--- config.mk ---
export PLATFORM = sky130hd
export DESIGN_NAME = nes_controller_responder
export DESIGN_NICKNAME = d
export VERILOG_FILES = /design/src/rtl/nes_pkg.sv /design/src/rtl/nes_input_sync.sv /design/src/rtl/nes_controller_responder.sv
export SDC_FILE = /design/constraint.sdc
export NUM_CORES = 1
export LEC_CHECK = 0
export CAP_MARGIN = 10
export CORE_MARGIN = 5
export CORE_UTILIZATION = 55
export CTS_CLUSTER_DIAMETER = 40
export CTS_CLUSTER_SIZE = 25
export DETAILED_ROUTE_END_ITERATION = 8
export GPL_ROUTABILITY_DRIVEN = 1
export PLACE_DENSITY = 0.78
export SLEW_MARGIN = 0
export SYNTH_ARGS = -nofsm -noshare
export SYNTH_HDL_FRONTEND = slang
export SYNTH_HIERARCHICAL = 1
export SYNTH_SLANG_ARGS = --single-unit
--- constraint.sdc ---
create_clock -name clk -period 3.2 [get_ports clk]
set_input_delay 0.64 -clock clk [delete_from_list [all_inputs] [get_ports clk]]
set_output_delay 0.64 -clock clk [all_outputs]
set_load 0.05 [all_outputs]
--- src/rtl/nes_pkg.sv ---
// nes_pkg: shared state encoding, button indices and frame width for the NES pad responder
package nes_pkg;
  typedef enum logic [1:0] {IDLE, LOAD, SHIFTING, DONE} nes_state_t;
  localparam int NES_BITS  = 8;
  localparam int BTN_A      = 0;
  localparam int BTN_B      = 1;
  localparam int BTN_SELECT = 2;
  localparam int BTN_START  = 3;
  localparam int BTN_UP     = 4;
  localparam int BTN_DOWN   = 5;
  localparam int BTN_LEFT   = 6;
  localparam int BTN_RIGHT  = 7;
endpackage

--- src/rtl/nes_input_sync.sv ---
// nes_input_sync: multi-stage synchronizer with rise/fall pulse detection
//   clk, reset (async active-low), d (asynchronous pin)
//   q (synchronized level), rise/fall (one-cycle pulses on q edges)
module nes_input_sync #(
  parameter int SYNC_STAGES = 2
) (
  input  logic clk,
  input  logic reset,
  input  logic d,
  output logic q,
  output logic rise,
  output logic fall
);
  logic [SYNC_STAGES-1:0] sync;
  logic prev;
  always_ff @(posedge clk or negedge reset) begin
    if (!reset) begin
      sync <= '0;
      prev <= 1'b0;
    end else begin
      sync <= {sync[SYNC_STAGES-2:0], d};
      prev <= sync[SYNC_STAGES-1];
    end
  end
  assign q    = sync[SYNC_STAGES-1];
  assign rise = q & ~prev;
  assign fall = ~q & prev;
endmodule

--- src/rtl/nes_controller_responder.sv ---
// nes_controller_responder: CD4021-style NES pad emulation driven by a button vector
//   clk, reset (async active-low), nesLatch/nesClock (async host pins), buttons (active-high)
//   nesData (active-low serial), frameDone/frameAbort (pulses), frameCount, busy
module nes_controller_responder
  import nes_pkg::*;
#(
  parameter int SYNC_STAGES    = 2,
  parameter int TIMEOUT_CYCLES = 50000
) (
  input  logic                clk,
  input  logic                reset,
  input  logic                nesLatch,
  input  logic                nesClock,
  input  logic [NES_BITS-1:0] buttons,
  output logic                nesData,
  output logic                frameDone,
  output logic                frameAbort,
  output logic [7:0]          frameCount,
  output logic                busy
);
  localparam int TW = $clog2(TIMEOUT_CYCLES + 1);
  nes_state_t state, state_d;
  logic latch_s, latch_rise, latch_fall;
  logic clk_s_unused, clk_rise, clk_fall_unused;
  logic [NES_BITS-1:0] sr;
  logic [2:0] bit_cnt;
  logic [TW-1:0] to_cnt;
  logic do_shift, done_d, abort_d, timed_out;
  nes_input_sync #(.SYNC_STAGES(SYNC_STAGES)) u_latch (
    .clk(clk), .reset(reset), .d(nesLatch),
    .q(latch_s), .rise(latch_rise), .fall(latch_fall)
  );
  nes_input_sync #(.SYNC_STAGES(SYNC_STAGES)) u_clock (
    .clk(clk), .reset(reset), .d(nesClock),
    .q(clk_s_unused), .rise(clk_rise), .fall(clk_fall_unused)
  );
  assign timed_out = to_cnt == TW'(TIMEOUT_CYCLES);
  assign busy      = (state == LOAD) || (state == SHIFTING);
  // A latch rise outranks a simultaneous clock rise, so the clock edge is dropped.
  always_comb begin
    state_d  = state;
    do_shift = 1'b0;
    done_d   = 1'b0;
    abort_d  = 1'b0;
    case (state)
      IDLE:    state_d = latch_s ? LOAD : IDLE;
      LOAD:    state_d = latch_fall ? SHIFTING : LOAD;
      SHIFTING: begin
        if (latch_rise) begin
          state_d = LOAD;
          abort_d = 1'b1;
        end else if (clk_rise) begin
          do_shift = 1'b1;
          done_d   = bit_cnt == 3'd7;
          state_d  = done_d ? DONE : SHIFTING;
        end else if (timed_out) begin
          state_d = IDLE;
          abort_d = 1'b1;
        end
      end
      default: state_d = latch_rise ? LOAD : DONE;
    endcase
  end
  always_ff @(posedge clk or negedge reset) begin
    if (!reset) begin
      state      <= IDLE;
      sr         <= '1;
      bit_cnt    <= '0;
      to_cnt     <= '0;
      nesData    <= 1'b1;
      frameDone  <= 1'b0;
      frameAbort <= 1'b0;
      frameCount <= '0;
    end else begin
      state      <= state_d;
      frameDone  <= done_d;
      frameAbort <= abort_d;
      frameCount <= frameCount + {7'b0, done_d};
      to_cnt     <= (state != SHIFTING || clk_rise) ? '0 : timed_out ? to_cnt : to_cnt + 1'b1;
      if (state == LOAD) begin
        sr      <= ~buttons;
        bit_cnt <= '0;
        nesData <= ~buttons[BTN_A];
      end else if (do_shift) begin
        sr      <= {1'b0, sr[NES_BITS-1:1]};
        bit_cnt <= bit_cnt + 3'd1;
        nesData <= done_d ? 1'b0 : sr[1];
      end else if (state == DONE) begin
        nesData <= 1'b0;
      end
    end
  end
endmodule

Yosys cells after proc, flatten, opt, wreduce, memory -nomap -nowiden

Index checks and enable logic that the tools add are counted.

Input bits: 12
Register bits: 46

$add $sub $neg: 3
Muxes and demuxes: 28
Reductions and logical operators: 5
Bitwise operators: 8
Equal/unequal tests: 8

Operators by type and width:

| cell                                                            | number |
|---|---|
| 16-bit two-way mux                                              | 2 |
| 16-bit by 1-bit adder with 16-bit output, second input constant | 1 |
| 16-bit == test, second input constant                           | 1 |
| 1-bit two-way mux                                               | 16 |
| 8-bit two-way mux                                               | 2 |
| 2-bit two-way mux                                               | 5 |
| 8-bit by 1-bit adder with 8-bit output                          | 1 |
| 8-bit inverter                                                  | 1 |
| 3-bit two-way mux                                               | 2 |
| 2-bit one-hot mux with 3 select lines                           | 1 |
| 2-bit == test, second input constant                            | 2 |
| 4-bit != test, second input constant                            | 1 |
| 1-bit inverter                                                  | 4 |
| 3-bit by 1-bit adder with 3-bit output, second input constant   | 1 |
| 1-bit AND                                                       | 3 |
| 3-bit == test, second input constant                            | 1 |
| 3-bit nonzero test                                              | 1 |
| 2-bit by 1-bit == test with 1-bit output, second input constant | 1 |
| 2-bit zero test                                                 | 1 |
| 1-bit logical OR                                                | 2 |
| 2-bit by 1-bit != test with 1-bit output, second input constant | 1 |
| 2-bit != test, second input constant                            | 1 |
| 2-bit nonzero test                                              | 1 |

Longest topological paths before layout

Depth in word-level cells: 8
Mapped depth: 10
Depth with buffers taken out: 9

Hierarchy

The synthesis kept the hierarchy.

Modules (own cells, without submodules):

| module                   | area an instance (um2) | cells an instance | times used |
|---|---|---|---|
| nes_controller_responder | 1926.8                 | 180               | 1 |
| nes_input_sync           | 90.1                   | 5                 | 2 |

Worst setup path after synthesis

No wires, ideal clock.

Kind: register -> register
From: reg state[0]
To: reg frameCount[6]
Setup time: 141 ps
Arrival: 1982 ps
Period minus slack after synthesis: 2123 ps
Required time: 3059 ps
Setup slack: 1077 ps
Buffers on the path: 1
Cell stages (with the launch flop): 11
Cell sequence: dfrtp_1 -> inv_1 -> ha_1 -> nand3b_1 -> buf_1 -> nor2_1 -> ha_1 -> ha_1 -> and3_1 -> nand3_1 -> xnor2_1

Longest elaborated chain between the ends: 3

RTL lines:

| what                                   | RTL line                       | source |
|---|---|---|
| start, declared                        | nes_controller_responder.sv:22 | `nes_state_t state, state_d;` |
| start signal, assigned                 | nes_controller_responder.sv:75 | `state <= state_d;` |
| 2-bit == test                          | nes_controller_responder.sv:45 | `case (state)` |
| 1-bit two-way mux                      | nes_controller_responder.sv:45 |  |
| via done_d                             | nes_controller_responder.sv:28 | `logic do_shift, done_d, abort_d, timed_out;` |
| 8-bit by 1-bit adder with 8-bit output | nes_controller_responder.sv:78 | `frameCount <= frameCount + {7'b0, done_d};` |
| end signal, assigned                   | nes_controller_responder.sv:78 |  |
| end, declared                          | nes_controller_responder.sv:18 | `output logic [7:0] frameCount,` |

The timed path passes the listed nets, and every way through them passes these cells.
A chain may end at the register's enable or synchronous reset.

Worst setup path in the final report

From: reg state[1]
To: out busy

Longest elaborated chain between the ends: 2
Elaborated cells between the ends (all ways): 3
Classes of those cells: eq/ne: 2; reduce/logical: 1

RTL lines:

| what                                                                      | RTL line                       | source |
|---|---|---|
| 2-bit by 1-bit == test with 1-bit output or 2-bit == test (tied branches) | nes_controller_responder.sv:38 | `assign busy = (state == LOAD) \|\| (state == SHIFTING);` |
| 1-bit logical OR *                                                        | nes_controller_responder.sv:38 |  |
| end, declared                                                             | nes_controller_responder.sv:19 | `output logic busy` |

Mark *: on every way between the ends. The rest lies on a longest branch, timed or not.

==> impl_summary.txt <==
----------------------------------------------------
[Logic synthesis]
  Synth Net Count ... between 200 and 250
  Number of instances in the synthesized netlist ... ~190
  Post-Synthesis Cell Area ... 0.00210 mm²
  Synthesized area per cell ... 11.1 µm²
  Warning count from the yosys run ... 6

[Critical path]
  Register-to-Register Setup Slack ... 1.03 ns
  Critical-path top delay cell ... clkdlybuf4s50_1
  Reg-to-Reg End ... state[1]
  Critical path launch point ... state[1]
  Arrival time at the worst endpoint ... between 1.5 and 2 ns
  Levels on crit path ... 3
  CP peak stage delay ... between 0.7 and 0.8 ns
  Max Fanout on Critical Path ... 4
  Critical Path, Cell by Cell ... inv_1 > ha_1 > clkdlybuf4s50_1
  Timing endpoint of the critical path ... busy
  Kind of start point of the critical path ... register
  Startpoint of the most critical register-to-register path ... to_cnt[0]
  Cell family contributing the most delay on the critical path ... buffers and inverters
  Path depth of the worst reg2reg path ... 6
  Req. time, crit path ... 2.56 ns
  Worst Path Buf+Inv ... 2
  Setup CP Type ... register to output port
  Capturing element type of the critical path ... output port

[STA]
  Fmax ... around 0.40 GHz
  Relative slew slack ... 0.365
  RSZ-0062 raised after global routing ... false
  Slew @ Worst Pin ... 0.953 ns
  Final-report max-slew violation count ... 0
  Share of the clock period used by the worst path after layout ... 0.776
  Time the worst path needs with I/O delays and setup ... between 2 and 2.5 ns
  Final-report setup violation count ... 0
  Number of hold-slack violations in the final timing report ... 0
  Hold Worst Slack ... 0.362 ns
  Total Negative Setup Slacks ... 0 ns
  Layout Skew ... slightly below 0.007 ns

[Placed design]
  Total half-perimeter wirelength after legalization and detailed placement ... 2.55 mm
  Quantity of I/O buffers inserted on ports ... 23
  Number of placed instances with taps included ... around 260
  Final RePlAce weighted congestion ... roughly 0.82

[Layout]
  Number of standard cells in the layout, taps in and fillers out ... between 200 and 300
  Finished Core Util ... 0.674
  Number of antenna cells inserted ... 0
  Layout-stage area growth over the synthesis result ... 18.5%
  Fraction of final layout cells sized beyond drive strength 1 ... 0.138
  Number of nets in the layout ... 238

[Power]
  Flop pwr share ... 0.457
  Switching power ... 0.485 mW
  Fraction of power spent switching nets ... 0.307
  Maximum ir drop on the vdd rail ... slightly above 0.7 mV
  Power density relative to cell area ... between 600 and 700 mW/mm²
  Leakage power ... 1.05 nW
  Gate power share ... 0.278
  Internal Dissipation ... approximately 1.1 mW
  Clk pwr share ... 0.265

[CTS]
  Clk Tree Root Cell ... clkbuf_8
  Clock transition at path regs ... around 0.080 ns
  Number of buffers added for setup after CTS ... 0
  Insertion delay to the later sink of the worst-skew pair ... 0.29 ns
  Resized cells post-CTS ... 0
  H-tree depth ... 2
  Sinks on Clock Net ... between 40 and 50
  Number of buffers created by CTS ... 5
  Clock tree from TritonCTS ... built
  Maximum count of clock buffers along a single path ... 2
  Hold bufs inserted after CTS ... 0

[Drt]
  Post-detailed-route DRC marker count ... 0
  Antenna viol nets, final ... 0
  Routed wire length ... 3.51 mm
  Mean routed wirelength per cell ... approximately 13 µm
  Iteration-0 DRC Markers ... between 40 and 50
  Vias per cell ... 5.37
  Vias ... about 1400
  First-pass iteration count of the detailed router ... 4

[Die]
  Chip width ... around 72 µm
  Die outline area ... between 0.005 and 0.006 mm²
  Number of top-level pins ... 24
  Number of rows in the core area ... 22
  Vertical die dimension ... between 70 and 80 µm
  Initial cell density of the core ... 0.569
  Area of the core region ... between 0.003 and 0.004 mm²

[Run]
  Maxcap violations ... 0

[Global routing]
  Global-route wire length before repair ... ~6.3 mm
  All-Layer GR Usage ... 0.154
  Via count of the first global-routing pass ... approximately 1400
  Antenna violations before repair ... 0
  Sum of overflow across all layers after global routing ... 0
  Maximum number of pins on one net before global-route repair ... 46

[Outcome]
  Outcome ... complete, no violations

[Worst hold path]
  Path category of the worst min-delay check ... register to register

----------------------------------------------------
==> worst min path at each step <==
| stage | start | end | slack (ns) | cells past startpoint |
|---|---|---|---|---|
| 3_3_place_gp | u_clock/sync[0] | u_clock/sync[1] | 0.34 | 0 |
| 4_1_cts | u_clock/sync[0] | u_clock/sync[1] | 0.36 | 0 |
| 3_5_place_dp | u_latch/sync[0] | u_latch/sync[1] | 0.34 | 0 |
| 2_1_floorplan | u_clock/sync[0] | u_clock/sync[1] | 0.33 | 0 |
| 5_1_grt | u_clock/sync[0] | u_clock/sync[1] | 0.37 | 0 |
| 6_report | u_clock/sync[0] | u_clock/sync[1] | 0.36 | 0 |
==> per-stage QoR <==
| step | area [µm²] | setup WS, ns | power (mW) |
|---|---|---|---|
| 2_1_floorplan | 2100 | 1.08 | 1.06 |
| 3_3_place_gp | 2380 | 1.06 | 1.15 |
| 3_5_place_dp | 2380 | 1.02 | 1.18 |
| 4_1_cts | 2490 | 0.691 | 1.60 |
| 5_1_grt | 2490 | 0.600 | 1.69 |
| 6_report | 2490 | 0.717 | 1.58 |
==> flip-flops by register name, summed over array words and instances, names as in the netlist <==
name / count
sr: 7
bit_cnt: 3
state: 2
u_latch/sync: 2
u_clock/prev: 1
nesData: 1
frameAbort: 1
frameCount: 8
u_clock/sync: 2
frameDone: 1
to_cnt: 16
u_latch/prev: 1
==> layout make-up <==
class | count | area [µm²]
Clock buffer | 6 | 72.6
Tap cell | 48 | 60.1
Multi-Input combinational cell | 128 | 902
Sequential cell | 45 | 1140
Fill cell | 283 | 1200
Timing Repair Buffer | 24 | 233
Clock inverter | 2 | 38.8
Inverter | 12 | 45.0
==> power groups by stage <==
stage	combinational (mW)	sequential (mW)	clock, mW
final	0.440	0.724	0.419
after global routing	0.496	0.732	0.462
after CTS	0.443	0.724	0.434
after detailed placement	0.441	0.736	0
after global placement	0.425	0.727	0
after floorplan	0.315	0.748	0
==> cells in the final DEF (no fill, tap or decap), types with 2 or more instances in the layout <==
cell	count
o21ai_0	4
mux2i_1	4
nand2_1	7
nor2_1	24
mux2_2	6
dfstp_2	8
nand3_1	7
nor2b_1	2
xor2_1	4
dfrtp_1	37
clkbuf_8	5
ha_1	10
nand3b_1	2
mux2_4	2
a21oi_1	14
inv_1	12
or3_1	3
clkdlybuf4s50_1	22
nand4_1	5
nor3_1	4
nor4_1	3
xnor2_1	14
==> metal layers <==
| metal | vias to the layer above | share of wire | GRT usage |
|---|---|---|---|
| li1 | 697 | - | - |
| met1 | 698 | 0.45 | 0.197 |
| met2 | 23 | 0.49 | 0.251 |
| met3 | 4 | 0.045 | 0.0421 |
| met4 | 0 | 0.011 | 0.0564 |
| met5 | - | 0 | 0 |
==> worst reg2reg max path, stage by stage, from the launching register on <==
cell     delay, ns
dfrtp_1       0.41
inv_1         0.11
ha_1          0.14
or4b_1        0.47
nor4_4        0.39
or3_4         0.22
mux2_4        0.31
No activity file was read; power rests on OpenSTA's default activity.
